File: src/rtl/freelist_arb.sv
// freelist_arb: binds requesters round-robin to valid freelist read ports, and runs a flush/wait sequence.
// Defining FREELIST_ARB_STAT_EN adds a saturating 16-bit stall_cnt output.
module freelist_arb #(
  parameter int REQ  = 4,
  parameter int READ = 2,
  parameter int DATA = 4
) (
  input  logic                      clk,
  input  logic                      reset,
  input  logic [REQ-1:0]            req,
  output logic [REQ-1:0]            gnt,
  output logic [REQ-1:0][DATA-1:0]  gnt_tag,
  input  logic                      flush_req,
  output logic                      ready,
  output logic [READ-1:0]           fl_re_,
  input  logic [READ-1:0][DATA-1:0] fl_rd,
  input  logic [READ-1:0]           fl_v,
  output logic                      fl_flush_,
  input  logic                      fl_busy
`ifdef FREELIST_ARB_STAT_EN
  ,
  output logic [15:0]               stall_cnt
`endif
);

  localparam int PW = (REQ > 1) ? $clog2(REQ) : 1;
  localparam int PL = (READ > 1) ? $clog2(READ) : 1;

  typedef enum logic [1:0] {IDLE, FLUSH, WAIT} state_e;

  state_e        state_q, state_d;
  logic [PW-1:0] rr_ptr_q, rr_ptr_d;
  logic          ready_q, ready_d;

  logic          grant_en;
  logic [PW-1:0] idx;
  logic [PL-1:0] port;
  logic          found;
  logic [READ-1:0] avail;

  always_ff @(posedge clk) begin
    if (reset) begin
      state_q  <= IDLE;
      rr_ptr_q <= '0;
      ready_q  <= 1'b1;
    end else begin
      state_q  <= state_d;
      rr_ptr_q <= rr_ptr_d;
      ready_q  <= ready_d;
    end
  end

  // A new flush request while waiting restarts the sequence; one during FLUSH is dropped.
  always_comb begin
    state_d = state_q;
    case (state_q)
      IDLE:    if (flush_req) state_d = FLUSH;
      FLUSH:   state_d = WAIT;
      WAIT: begin
        if (flush_req)     state_d = FLUSH;
        else if (!fl_busy) state_d = IDLE;
      end
      default: state_d = IDLE;
    endcase
    ready_d = (state_d == IDLE);
  end

  always_comb begin
    grant_en  = !reset && (state_q == IDLE) && !flush_req;
    ready     = ready_q;
    fl_flush_ = reset || (state_q != FLUSH);
    gnt       = '0;
    gnt_tag   = '0;
    fl_re_    = '1;
    rr_ptr_d  = rr_ptr_q;
    avail     = fl_v;
    idx       = '0;
    port      = '0;
    found     = 1'b0;
    if (grant_en) begin
      for (int j = 0; j < REQ; j++) begin
        idx   = PW'((int'(rr_ptr_q) + j) % REQ);
        found = 1'b0;
        port  = '0;
        if (req[idx]) begin
          // Lowest-index port that is still valid and not yet bound this cycle.
          for (int k = 0; k < READ; k++) begin
            if (!found && avail[k]) begin
              found = 1'b1;
              port  = PL'(k);
            end
          end
          if (found) begin
            gnt[idx]     = 1'b1;
            gnt_tag[idx] = fl_rd[port];
            fl_re_[port] = 1'b0;
            avail[port]  = 1'b0;
            rr_ptr_d     = (idx == PW'(REQ - 1)) ? '0 : idx + 1'b1;
          end
        end
      end
    end
  end

`ifdef FREELIST_ARB_STAT_EN
  logic [15:0] stall_q, stall_d;

  always_comb begin
    stall_d = stall_q;
    if ((state_q == IDLE) && (|req) && (gnt == '0) && (stall_q != 16'hFFFF))
      stall_d = stall_q + 16'd1;
  end

  always_ff @(posedge clk) begin
    if (reset) stall_q <= '0;
    else       stall_q <= stall_d;
  end

  assign stall_cnt = stall_q;
`endif

endmodule

File: config.mk
export PLATFORM = sky130hd
export DESIGN_NAME = freelist_arb
export DESIGN_NICKNAME = d
export VERILOG_FILES = /design/src/rtl/freelist_arb.sv
export SDC_FILE = /design/constraint.sdc
export NUM_CORES = 1
export LEC_CHECK = 0
export BUFFER_PORTS_ARGS = -buffer_cell sky130_fd_sc_hd__buf_2
export CORE_MARGIN = 8
export CORE_UTILIZATION = 55
export CTS_BUF_LIST = sky130_fd_sc_hd__clkbuf_2
export DETAILED_ROUTE_END_ITERATION = 10
export HOLD_SLACK_MARGIN = 0.12
export PLACE_DENSITY_LB_ADDON = 0.05
export SLEW_MARGIN = 10
export SYNTH_ARGS = -nofsm -noshare
export SYNTH_HDL_FRONTEND = slang
export SYNTH_SLANG_ARGS = --single-unit
export TNS_END_PERCENT = 20
File: constraint.sdc
create_clock -name clk -period 3.98 [get_ports clk]
set_input_delay 0.199 -clock clk [delete_from_list [all_inputs] [get_ports clk]]
set_output_delay 0.199 -clock clk [all_outputs]
set_load 0.02 [all_outputs]
== Yosys cells after proc, flatten, opt, wreduce, memory -nomap -nowiden ==
Index checks and enable logic that the tools add are counted.

* Latch bits: 0
* Logic and storage cells: 210
* Memories kept: 0
* Bits in registers: 5
* ROM bits: 0
* Bits in writable memories: 0
* Bits of input ports: 18
* Output and inout bits: 24

* Mux-type cells: 140
* Multipliers: 0
* Reductions and logical operators: 23
* Shift operators: 0
* Equality and inequality tests: 7
* Bitwise logic cells: 14
* $add $sub $neg: 7
* Order comparisons: 16
* Div/mod/pow operators: 0

{| class="wikitable"
|+ Operators with widths
! cell !! number
|-
| 2-to-1 mux 16 bit || 12
|-
| 2-to-1 mux 4 bit || 24
|-
| 2-to-1 mux 2 bit || 36
|-
| bitwise mux 16 bit || 3
|-
| 2-to-1 mux 1 bit || 48
|-
| demux 4 bit (select 2 bit) || 4
|-
| AND 16 bit || 1
|-
| logical AND 1 bit || 14
|-
| AND 2 bit || 6
|-
| less-than comparator 2 x 3 -> 1 bit, second input constant || 4
|-
| OR 4 bit || 3
|-
| adder 2 x 1 -> 2 bit, second input constant || 5
|-
| equality test 2 bit, second input constant || 5
|-
| binary-select mux 1 bit (select 2 bit) || 4
|-
| demux 1 bit (select 2 bit) || 4
|-
| greater-or-equal comparator 2 x 1 -> 1 bit, second input constant || 4
|-
| less-than comparator 1 x 2 -> 1 bit, second input constant || 4
|-
| inverter 2 bit || 4
|-
| logical NOT 1 bit || 6
|-
| one-hot mux 2 bit (3 select lines) || 1
|-
| adder 2 bit, second input constant || 2
|-
| demux 1 bit (select 1 bit) || 4
|-
| greater-or-equal comparator 1 bit, second input constant || 4
|-
| logical NOT 2 bit || 2
|-
| other kinds (3) || 3
|}

== Logic depth before layout (Yosys ltp) ==
* Word-level depth: 69
* Gate-level depth with buffers: 12
* Gate-level depth less buffers: 8

== Least setup slack after synthesis ==
No wires, ideal clock.

* Kind: register to output
* From: reg rr_ptr_q[0]
* To: out gnt_tag[10] in the netlist's numbering
* Stages on the path, launching flop included: 13
* Arrival time: 3.524 ns
* Setup slack: 0.257 ns
* Required time: 3.781 ns
* Cell sequence: dfxtp_1 > buf_6 > buf_2 > inv_1 > ha_1 > mux4_2 > buf_6 > buf_6 > o21ai_2 > nand2_2 > a221oi_2 > nor3_1 > a2111oi_1

{| class="wikitable"
|+ RTL lines
! what !! line !! RTL
|-
| start: declaration || 32 || <nowiki>logic [PW-1:0] rr_ptr_q, rr_ptr_d;</nowiki>
|-
| start signal: assignment || 48 || <nowiki>rr_ptr_q <= rr_ptr_d;</nowiki>
|-
| end: declaration || 12 || <nowiki>output logic [REQ-1:0][DATA-1:0] gnt_tag,</nowiki>
|}

==> metrics.md <==
| Metric | Value |
|---|---|
| Num ports | 42 |
| Routability cong. | 0.966 |
| DRT iter0 DRCs | 286 |
| Critical Path RT | 3.78 ns |
| Worst slew pin tran | 0.822 ns |
| Crit. End Element | output port |
| Setup TNS | 0 ns |
| Fin area | 2130 um2 |
| Seq pwr share | 10.8% |
| Post-synthesis xor/xnor area fraction | 1.83% |
| FF-to-FF path depth | 7 |
| Final #Nets | 314 |
| Pwr dens | 250 nW/um2 |
| Routed wl met3 | 411 um |
| Final period utilization | 94.5% |
| Mux contribution to synthesized area | 10.2% |
| Outcome | finished, final reports clean |
| Worst-path clk slew | 0.05 ns |
| Seq/Total Area, Yosys | 5.22% |
| Util after Layout | 63.9% |
| # diodes | 0 |
| Post-synth EDFFs | 0 |
| Synth Flop Type | dfxtp_1 |
| R2R setup slack | 1.25 ns |
| Fmax | 266 MHz |
| Clk network pwr share | 8.3% |
| CP Class | register to output port |
| Fillers | 339 |
| Hpwl dp | 4.63 mm |
| P&R area growth vs syn | 11.1% |
| Final hold vios | 0 |
| Mapped Nets | 281 |
| Die Height | 75.1 um |
| Setup-failing EPs final | 0 |
| H-tree levels | 1 |
| Worst-case clock buffer depth | 2 |
| Core area | 3340 um2 |
| DP Area | 2110 um2 |
| Number of global-route vias before repair | 1990 |
| WL/cell | 17.9 um |
| Arrival @ worst endpoint | 3.56 ns |
| DR pass1 iterations | 4 |
| Pin count of the biggest net entering global routing | 24 |
| Synth warnings | 0 |
| Num rows | 21 |
| Die Wd | 75.1 um |
| Critical Path Fanout Max | 22 |
| GR Util All Layers | 20.3% |
| Total congestion overflow | 0 |
| Clock Latency Late Sink | 0.20 ns |
| Max_slew headroom | 45.1% |
| Leakage | 0.818 nW |
| Switching power | 291 uW |
| Internal power | 241 uW |
| DRC | 0 |
| Layout cells sized above 1 | 27.9% |
| Compound-Gate Fraction of Synth Area | 44.4% |
| Synth area leaders | a211oi_1 (7.8%), mux4_2 (5.9%), dfxtp_1 (5.2%), ha_1 (5.2%), nor2_1 (5.1%) |
| Final Skew | 0.00394 ns |
| Largest family of logic cells by synthesized area | compound AO/OA/AOI/OAI gates |
| RSZ-0062 raised after global routing | no |
| DR vias/cell | 6.79 |
| Hold path depth | 2 |
| Post-DRT Antenna Nets | 0 |
| Starting Density | 57.5% |
| Reg-to-reg startpoint | rr_ptr_q[1] |
| First-pass GRT wire length | 9.35 mm |
| Routed wire length | 5.96 mm |
| Min Hold Slack | 0.247 ns |
| Cell variety after synth | 57 |
| Inst Count DP | 329 |
| Post-Layout Cell Count | 333 |
| Wire length on met2 | 2.74 mm |
| Hold wc startpoint | reset |
| Synth Area in Adders | 5.74% |
| Number of buffers created by CTS | 3 |
| Startpoint class of the critical path | register |
| CTS tree | built |
| HP Class | input pin to register |
| Post-CTS setup buffer count | 0 |
| Origin of the worst setup path | rr_ptr_q[0] |
| Sw Share | 54.7% |
| Combinational power share | 80.9% |
| Setup ws final | 0.219 ns |
| Met1 wire length | 2.67 mm |
| Clk root buf | clkbuf_2 |
| # clock sinks | 5 |
| Post-CTS Hold Fix Bufs | 0 |
| Flops & latches, synth | 5 |
| Commonest non-fill, non-tap cells in the layout | buf_2 (41), nor2_1 (26), a211oi_1 (20) |
| Port Buffers | 41 |
| Initial antenna violation count | 0 |
| Async S/R FF share, synth | 0% |
| Pre-CTS WS | 0.515 ns |
| Peak VDD IR | 0.202 mV |
| Total die area | 5630 um2 |
| Synth Instances | 255 |
| Total Power | 533 uW |
| Total number of vias | 2261 |
| Commonest non-fill, non-tap cell in the layout | buf_2 |
| Syn_area_per_cell | 7.52 um2 |
| CTS resizes | 0 |
| Mapped Area | 1920 um2 |
| MaxCap Viol Count | 0 |
| Yosys top cell area share | 7.83% |
| Fin crit period | 3.76 ns |
| Max-slew violations | 0 |
| Simple logic cell fraction of the synthesized area | 25.6% |
| Yosys top cell by area | a211oi_1 |
| Top sig layer | met4 |
==> layer usage <==
metal	vias to the layer above	track usage, %
li1	1099	-
met1	1047	27.7
met3	18	2.26
met4	0	7.61
met2	97	31.7
met5	-	0
==> cell usage after synthesis (2+ instances only) <==
| cell type | count |
|---|---|
| buf_6 | 3 |
| mux4_2 | 5 |
| a211oi_1 | 20 |
| a211o_1 | 2 |
| a31oi_1 | 4 |
| or2_1 | 3 |
| nand2_1 | 11 |
| nor4_1 | 15 |
| a21oi_1 | 12 |
| a21o_1 | 4 |
| o21ai_0 | 8 |
| o2111a_1 | 4 |
| o221a_2 | 8 |
| dfxtp_1 | 5 |
| a2111oi_1 | 4 |
| mux2_2 | 2 |
| xnor2_1 | 4 |
| o211a_1 | 4 |
| inv_1 | 13 |
| a221oi_2 | 4 |
| nor2_1 | 26 |
| o32ai_1 | 4 |
| buf_2 | 2 |
| nand3_1 | 6 |
| o21ai_2 | 2 |
| o311ai_1 | 2 |
| o21ai_1 | 2 |
| ha_1 | 8 |
| nand2b_1 | 6 |
| a2111oi_0 | 2 |
| or2_2 | 6 |
| and3_1 | 2 |
| o22a_1 | 4 |
| nor3_1 | 11 |
| nor3b_1 | 3 |
| clkbuf_1 | 8 |
| mux2i_1 | 6 |
==> sequential cells by signal, summed over array words and instances, names as in the netlist <==
| register | flops |
|---|---|
| rr_ptr_q | 2 |
| ready | 1 |
| state_q | 2 |
==> final cells by class <==
cell class | instances | area [um2] | share of cell area (%)
timing repair buffer | 43 | 220 | 10.3
inverter | 13 | 48.8 | 2.29
tap | 46 | 57.6 | 2.70
sequential | 5 | 100 | 4.70
multi-input combinational | 222 | 1680 | 79.0
clock buffer | 4 | 20.0 | 0.940
==> cell families (layout without fill, tap and decap cells) <==
kind of cell / Yosys count / count (layout)
AO/OA/AOI/OAI: 101 / 101
AND/OR/NAND/NOR: 95 / 95
buffers and inverters: 28 / 60
multiplexers: 13 / 13
adder cells (fa/ha/maj): 9 / 9
flip-flops: 5 / 5
XOR/XNOR: 4 / 4
==> power by group through the flow <==
stage | logic, mW | clock network [mW] | registers, mW
final | 0.431 | 0.0442 | 0.0574
after global routing | 0.463 | 0.0490 | 0.0579
after CTS | 0.422 | 0.0458 | 0.0573
after detailed placement | 0.421 | 0 | 0.0583
after global placement | 0.420 | 0 | 0.0583
after floorplan | 0.335 | 0 | 0.0627
==> worst max-delay path, stage by stage, from the launching register on <==
cell	delay (ns)
dfxtp_1	0.32
inv_1	0.11
ha_1	0.41
mux4_2	0.55
a211oi_1	0.15
o311ai_1	0.66
nor3b_1	0.58
o221a_2	0.30
nor4_1	0.06
buf_2	0.21
==> final timing paths <==
| check | end |
|---|---|
| worst max-delay path | gnt_tag[7] |
| worst min-delay path | rr_ptr_q[1] |
| worst max register to register | rr_ptr_q[0] |
| worst min register to register | state_q[0] |
(Power assumes the default switching activity.)
